--- src/rtl/ysyx_store_queue.sv ---
// ysyx_store_queue: committed-store buffer between the ROU commit port and the
// data-memory write channel. Stores are formatted into word-aligned requests
// with byte strobes and drained in commit order, one outstanding write at a time.
// Loads probe the queue for store-to-load forwarding or a stall.
// Optional feature macro: YSYX_SQ_FWD_EN (defined: forward full hits;
// undefined: any overlap stalls, no forwarding).

`ifndef YSYX_XLEN
`define YSYX_XLEN 32
`endif

module ysyx_store_queue #(
    parameter int unsigned XLEN    = `YSYX_XLEN,
    parameter int unsigned SQ_SIZE = 4
) (
    input  logic            clock,
    input  logic            reset,
    input  logic            rou_valid,
    input  logic            rou_store,
    input  logic [4:0]      rou_alu,
    input  logic [XLEN-1:0] rou_waddr,
    input  logic [XLEN-1:0] rou_wdata,
    input  logic [XLEN-1:0] rou_pc,
    output logic            rou_sq_ready,
    output logic            mem_req_valid,
    input  logic            mem_req_ready,
    output logic [XLEN-1:0] mem_addr,
    output logic [XLEN-1:0] mem_wdata,
    output logic [3:0]      mem_wstrb,
    input  logic            mem_resp_valid,
    input  logic            ld_valid,
    input  logic [XLEN-1:0] ld_addr,
    input  logic [1:0]      ld_size,
    output logic            fwd_hit,
    output logic [XLEN-1:0] fwd_data,
    output logic            fwd_stall,
    output logic            sq_empty
);

    localparam int unsigned PTR_W = $clog2(SQ_SIZE);
    localparam int unsigned CNT_W = PTR_W + 1;

    typedef enum logic [1:0] {StIdle, StReq, StWait} state_e;

    state_e            state_q;
    logic [PTR_W-1:0]  head_q, tail_q;
    logic [CNT_W-1:0]  count_q, count_d;
    logic [XLEN-3:0]   waddr_q [SQ_SIZE];
    logic [XLEN-1:0]   data_q  [SQ_SIZE];
    logic [3:0]        strb_q  [SQ_SIZE];

    logic              push, pop;
    logic [3:0]        st_strb;
    logic [XLEN-1:0]   st_data;

    logic [3:0]        lm;
    logic              sel_found;
    logic [3:0]        sel_strb;
    logic [XLEN-1:0]   sel_data;
    logic [PTR_W-1:0]  idx;

    // Debug-only and reserved op bits are not needed for the write path.
    logic unused_ok;
    assign unused_ok = ^{rou_pc, rou_alu[4:2]};

    // Byte-lane mask for a size/offset; halfword ignores the odd-byte bit.
    function automatic logic [3:0] byte_mask(input logic [1:0] size, input logic [1:0] off);
        case (size)
            2'b00:   byte_mask = 4'b0001 << off;
            2'b01:   byte_mask = 4'b0011 << {off[1], 1'b0};
            default: byte_mask = 4'b1111;
        endcase
    endfunction

    assign rou_sq_ready = (count_q != CNT_W'(SQ_SIZE));
    assign sq_empty     = (count_q == '0);
    assign push         = rou_valid & rou_store & rou_sq_ready;
    assign pop          = (state_q == StWait) & mem_resp_valid;

    // Format an incoming store into lane-positioned data and strobes.
    always_comb begin
        st_strb = byte_mask(rou_alu[1:0], rou_waddr[1:0]);
        case (rou_alu[1:0])
            2'b00:   st_data = {4{rou_wdata[7:0]}};
            2'b01:   st_data = {2{rou_wdata[15:0]}};
            default: st_data = rou_wdata;
        endcase
    end

    // Occupancy: a simultaneous push and pop leaves the count unchanged.
    always_comb begin
        count_d = count_q;
        case ({push, pop})
            2'b10:   count_d = count_q + CNT_W'(1);
            2'b01:   count_d = count_q - CNT_W'(1);
            default: count_d = count_q;
        endcase
    end

    // Entry storage; written at the tail on accept, no reset needed.
    always_ff @(posedge clock) begin
        if (push) begin
            waddr_q[tail_q] <= rou_waddr[XLEN-1:2];
            data_q[tail_q]  <= st_data;
            strb_q[tail_q]  <= st_strb;
        end
    end

    // Pointers, count and the drain FSM with registered request valid.
    always_ff @(posedge clock) begin
        if (reset) begin
            state_q       <= StIdle;
            mem_req_valid <= 1'b0;
            head_q        <= '0;
            tail_q        <= '0;
            count_q       <= '0;
        end else begin
            count_q <= count_d;
            if (push) tail_q <= tail_q + PTR_W'(1);
            if (pop)  head_q <= head_q + PTR_W'(1);
            case (state_q)
                StIdle: begin
                    if (count_q != '0) begin
                        state_q       <= StReq;
                        mem_req_valid <= 1'b1;
                    end
                end
                StReq: begin
                    if (mem_req_ready) begin
                        state_q       <= StWait;
                        mem_req_valid <= 1'b0;
                    end
                end
                StWait: begin
                    if (mem_resp_valid) begin
                        if (count_d != '0) begin
                            state_q       <= StReq;
                            mem_req_valid <= 1'b1;
                        end else begin
                            state_q <= StIdle;
                        end
                    end
                end
                default: begin
                    state_q       <= StIdle;
                    mem_req_valid <= 1'b0;
                end
            endcase
        end
    end

    // Head entry is presented only while the request is valid; head is frozen then.
    assign mem_addr  = mem_req_valid ? {waddr_q[head_q], 2'b00} : '0;
    assign mem_wdata = mem_req_valid ? data_q[head_q] : '0;
    assign mem_wstrb = mem_req_valid ? strb_q[head_q] : '0;

    // Scan oldest to youngest so the last overlapping entry (the youngest) wins.
    always_comb begin
        lm        = byte_mask(ld_size, ld_addr[1:0]);
        sel_found = 1'b0;
        sel_strb  = '0;
        sel_data  = '0;
        idx       = '0;
        for (int i = 0; i < SQ_SIZE; i++) begin
            idx = head_q + PTR_W'(i);
            if ((CNT_W'(i) < count_q) && (waddr_q[idx] == ld_addr[XLEN-1:2]) &&
                ((strb_q[idx] & lm) != 4'b0)) begin
                sel_found = 1'b1;
                sel_strb  = strb_q[idx];
                sel_data  = data_q[idx];
            end
        end
    end

`ifdef YSYX_SQ_FWD_EN
    assign fwd_hit   = ld_valid & sel_found & ((lm & ~sel_strb) == 4'b0);
    assign fwd_stall = ld_valid & sel_found & ((lm & ~sel_strb) != 4'b0);
    assign fwd_data  = fwd_hit ? sel_data : '0;
`else
    logic unused_sel;
    assign unused_sel = ^{sel_strb, sel_data};
    assign fwd_hit    = 1'b0;
    assign fwd_data   = '0;
    assign fwd_stall  = ld_valid & sel_found;
`endif

endmodule

--- config.mk ---
export PLATFORM = sky130hd
export DESIGN_NAME = ysyx_store_queue
export DESIGN_NICKNAME = d
export VERILOG_FILES = /design/src/rtl/ysyx_store_queue.sv
export SDC_FILE = /design/constraint.sdc
export NUM_CORES = 1
export LEC_CHECK = 0
export CAP_MARGIN = 20
export CORE_MARGIN = 4
export CORE_UTILIZATION = 60
export DETAILED_ROUTE_END_ITERATION = 10
export DONT_BUFFER_PORTS = 1
export HOLD_SLACK_MARGIN = 0.15
export PLACE_DENSITY = 0.76
export SLEW_MARGIN = 0
export SYNTH_ARGS = -nofsm -noshare
export SYNTH_HDL_FRONTEND = slang
export SYNTH_SLANG_ARGS = --single-unit
--- constraint.sdc ---
create_clock -name clock -period 8.8 [get_ports clock]
set_input_delay 2.2 -clock clock [delete_from_list [all_inputs] [get_ports clock]]
set_output_delay 2.2 -clock clock [all_outputs]
set_load 0.01 [all_outputs]
==> impl_results.md <==
- Outcome: complete, no violations
- WP data required: between 6 and 7 ns
- Cell-internal power: between 2 and 2.5 mW
- Syn Area/Cell: around 15 um2
- Number of DRC markers in iteration 0: about 890
- Post-DR wirelength/cell: 27.4 um
- Worst-margin pin slew: around 1.1 ns
- Vias in the first global route: slightly above 9000
- Chip height: ~170 um
- Peak supply drop: 0.000163 V
- Root buffer cell: clkbuf_16
- Initial Util: 0.613
- WL final: around 38000 um
- Worst skew pair latency: 0.53 ns
- Clock transition at path regs: 0.06 ns
- Most frequent cell after synthesis: edfxtp_1
- Layout Cells excl Fill: between 1000 and 1500
- Global-route wire length before repair: roughly 56000 um
- Placed Cells: 1319
- Leak: between 5 and 6 nW
- Hold WC Path Type: flop to flop
- Share of total power in sequential cells: 0.509
- Setup skew after layout: about 0.0093 ns
- Sink Count: approximately 280
- DRC errors left: 0
- Synth Area in Adders: 0.00809
- Compound-cell area share of the yosys netlist: 0.0500
- Layout cell share with drive strength beyond 1: 0.193
- Seq/Total Area, Yosys: 0.528
- Simple-Gate Fraction of Synth Area: 0.0716
- Gate power share: 0.063
- Slew headroom: 0.259
- Final setup violation count: 0
- Crit path kind: primary input to output port
- Pin count of the biggest net entering global routing: 67
- CP max stage delay: 0.64 ns
- Yosys top cell area share: 0.512
- Vias per std cell: ~6.6
- Placement Setup Slack: between 2 and 3 ns
- Min Tclk post-route: roughly 6.4 ns
- Yosys cell types: 66
- Post-route ant nets: 0
- Multiplexer share of the synthesized area: 0.234
- Post-synth EDFFs: between 200 and 300
- Final Net Count: ~1200
- Cells after Synth: about 1100
- GP Congestion: roughly 0.97
- Setup TNS: 0 ns
- Tcrit/Tclk final: 0.722
- PD cells: between 150 and 200 nW/um2
- # fillers: 1764
- Synth Area in XOR/XNOR: 0.0611
- Clk pwr share: 0.427
- Worst hold margin: a little under 0.6 ns
- RSZ-0062 raised after global routing: no
- Chip width: roughly 170 um
- Fin. max-slew vios: 0
- Max_cap viols: 0
- Worst Path Max Fanout: 4
- Top cells by area, synth: edfxtp_1 51%, mux4_2 16%, mux2i_1 5.7%, xor2_1 3.8%, and2_1 2.9%
- Initial antenna violation count: 1
- Sequential cell area: 8180 um2
- Remaining Overflow, GRT: 0
- Die Area: between 20000 and 30000 um2
- Crit. End Element: output port
- Critical path, cell by cell: xnor2_1 -> a2111oi_1 -> and4b_1 -> o221ai_1 -> nor4_1 -> o41a_1
- Post-CTS setup buffers: 0
- TritonCTS clock tree: built
- Synth Register Bits: 276
- Total GRT Usage: 0.260
- Worst Path Buf+Inv: 0
- Total power draw: 2.93 mW
- # port buffers: 0
- Hpwl dp: ~26000 um
- Switching share of power: 0.206
- # diodes: 0
- Critical path arrival: between 4 and 5 ns
- Critical path's top delay family: compound AO/OA/AOI/OAI gates
- H-Tree Level Count: 1
- Area Overhead vs Synth: 6.39%
- Final hold vios: 0
- Yosys top cell by area: edfxtp_1
- Fin area: roughly 16000 um2
- Ports: roughly 250
- Hold-fix buffers, CTS: 0
- Synth top cells by count: 264 x edfxtp_1, 113 x mux4_2, 88 x mux2i_1
- Resized Gates After CTS: 0
- Std-Cell Rows: a little under 60
- Drt first pass iters: 5
- Worst Slack Setup Final: about 2.4 ns
- Core footprint: 25300 um2
- Startpoint types: primary input
- Net Switching: 604 uW
- Max Fclk: ~0.16 GHz
- Vias: 9063
- Clock buffer depth: 3
- Multi-input logic area: slightly below 7000 um2
- Total CTS buffers: 28
- Largest family of logic cells by synthesized area: multiplexers
- Syn. warnings: 0
- Placed Instance Area: about 15000 um2
- Slowest CP cell: a2111oi_1
- Top_reg_cell synth: edfxtp_1
- Util after Layout: 0.652
- Synthesized area: approximately 15000 um2
- Asr flop ratio synth: 0
-- state kept, by name, indices dropped and copies added, names as in the netlist, named ones only --
register / cells
state_q: 2
waddr_q: 120
count_q: 3
mem_req_valid: 1
strb_q: 16
data_q: 128
head_q: 2
tail_q: 2
-- power by group through the flow --
stage | combinational [mW] | clock, mW | sequential, mW
5_1_grt | 0.199 | 1.33 | 1.49
4_1_cts | 0.185 | 1.27 | 1.49
3_5_place_dp | 0.184 | 0 | 1.52
3_3_place_gp | 0.182 | 0 | 1.52
6_report | 0.185 | 1.25 | 1.49
2_1_floorplan | 0.163 | 0 | 1.51
-- per-layer routing --
layer  part of all wire  global-route usage
met1               0.38               0.341
met2               0.49               0.429
met3               0.10              0.0731
met4              0.029              0.0762
met5            0.00035                   0
-- layout make-up --
type / count / share of cell area
Inverter: 14 / 0.00319
Tap cell: 330 / 0.0251
Sequential cell: 276 / 0.497
Timing Repair Buffer: 12 / 0.00623
Clock buffer: 31 / 0.0445
Multi-Input combinational cell: 687 / 0.408
Clock inverter: 20 / 0.0156
-- final timing paths --
kind	to	start	slack, ns	depth (start not counted)
min reg2reg	tail_q[1]	tail_q[1]	0.58	2
max	fwd_stall	ld_addr[12]	2.44	6
min	tail_q[1]	tail_q[1]	0.58	2
max reg2reg	mem_req_valid	count_q[0]	5.67	13
-- worst min-delay path: stages (launching register included) --
cell     delay [ns]
dfxtp_1        0.33
mux2i_1        0.15
nor2_1         0.05
-- layout by cell type (no fill, tap or decap), drive strengths merged, types with 11 or more instances in the layout --
master / Yosys / layout
o21ai: 29 / 29
buf: 74 / 12
a21oi: 17 / 17
nand2: 30 / 30
conb: 1 / 35
mux2i: 88 / 88
mux4: 113 / 113
mux2: 18 / 18
inv: 14 / 15
o22ai: 13 / 13
and2: 71 / 71
nor3: 11 / 11
edfxtp: 264 / 264
nor4: 25 / 25
clkbuf: 34 / 31
xor2: 68 / 68
nor2: 29 / 29
xnor2: 40 / 40
clkinv: 0 / 12
dfxtp: 12 / 12
-- cells by family (layout without fill, tap and decap cells) --
| kind of cell | after synthesis | in the layout |
|---|---|---|
| buffers and inverters | 122 | 77 |
| and+or+nand+nor | 201 | 201 |
| DFF | 276 | 276 |
| other | 1 | 35 |
| xor gates and xnor gates | 108 | 108 |
| adders and majority gates | 10 | 10 |
| muxes | 219 | 219 |
| AOI/OAI and AO/OA | 114 | 114 |
Power figures use the tool's default switching activity.
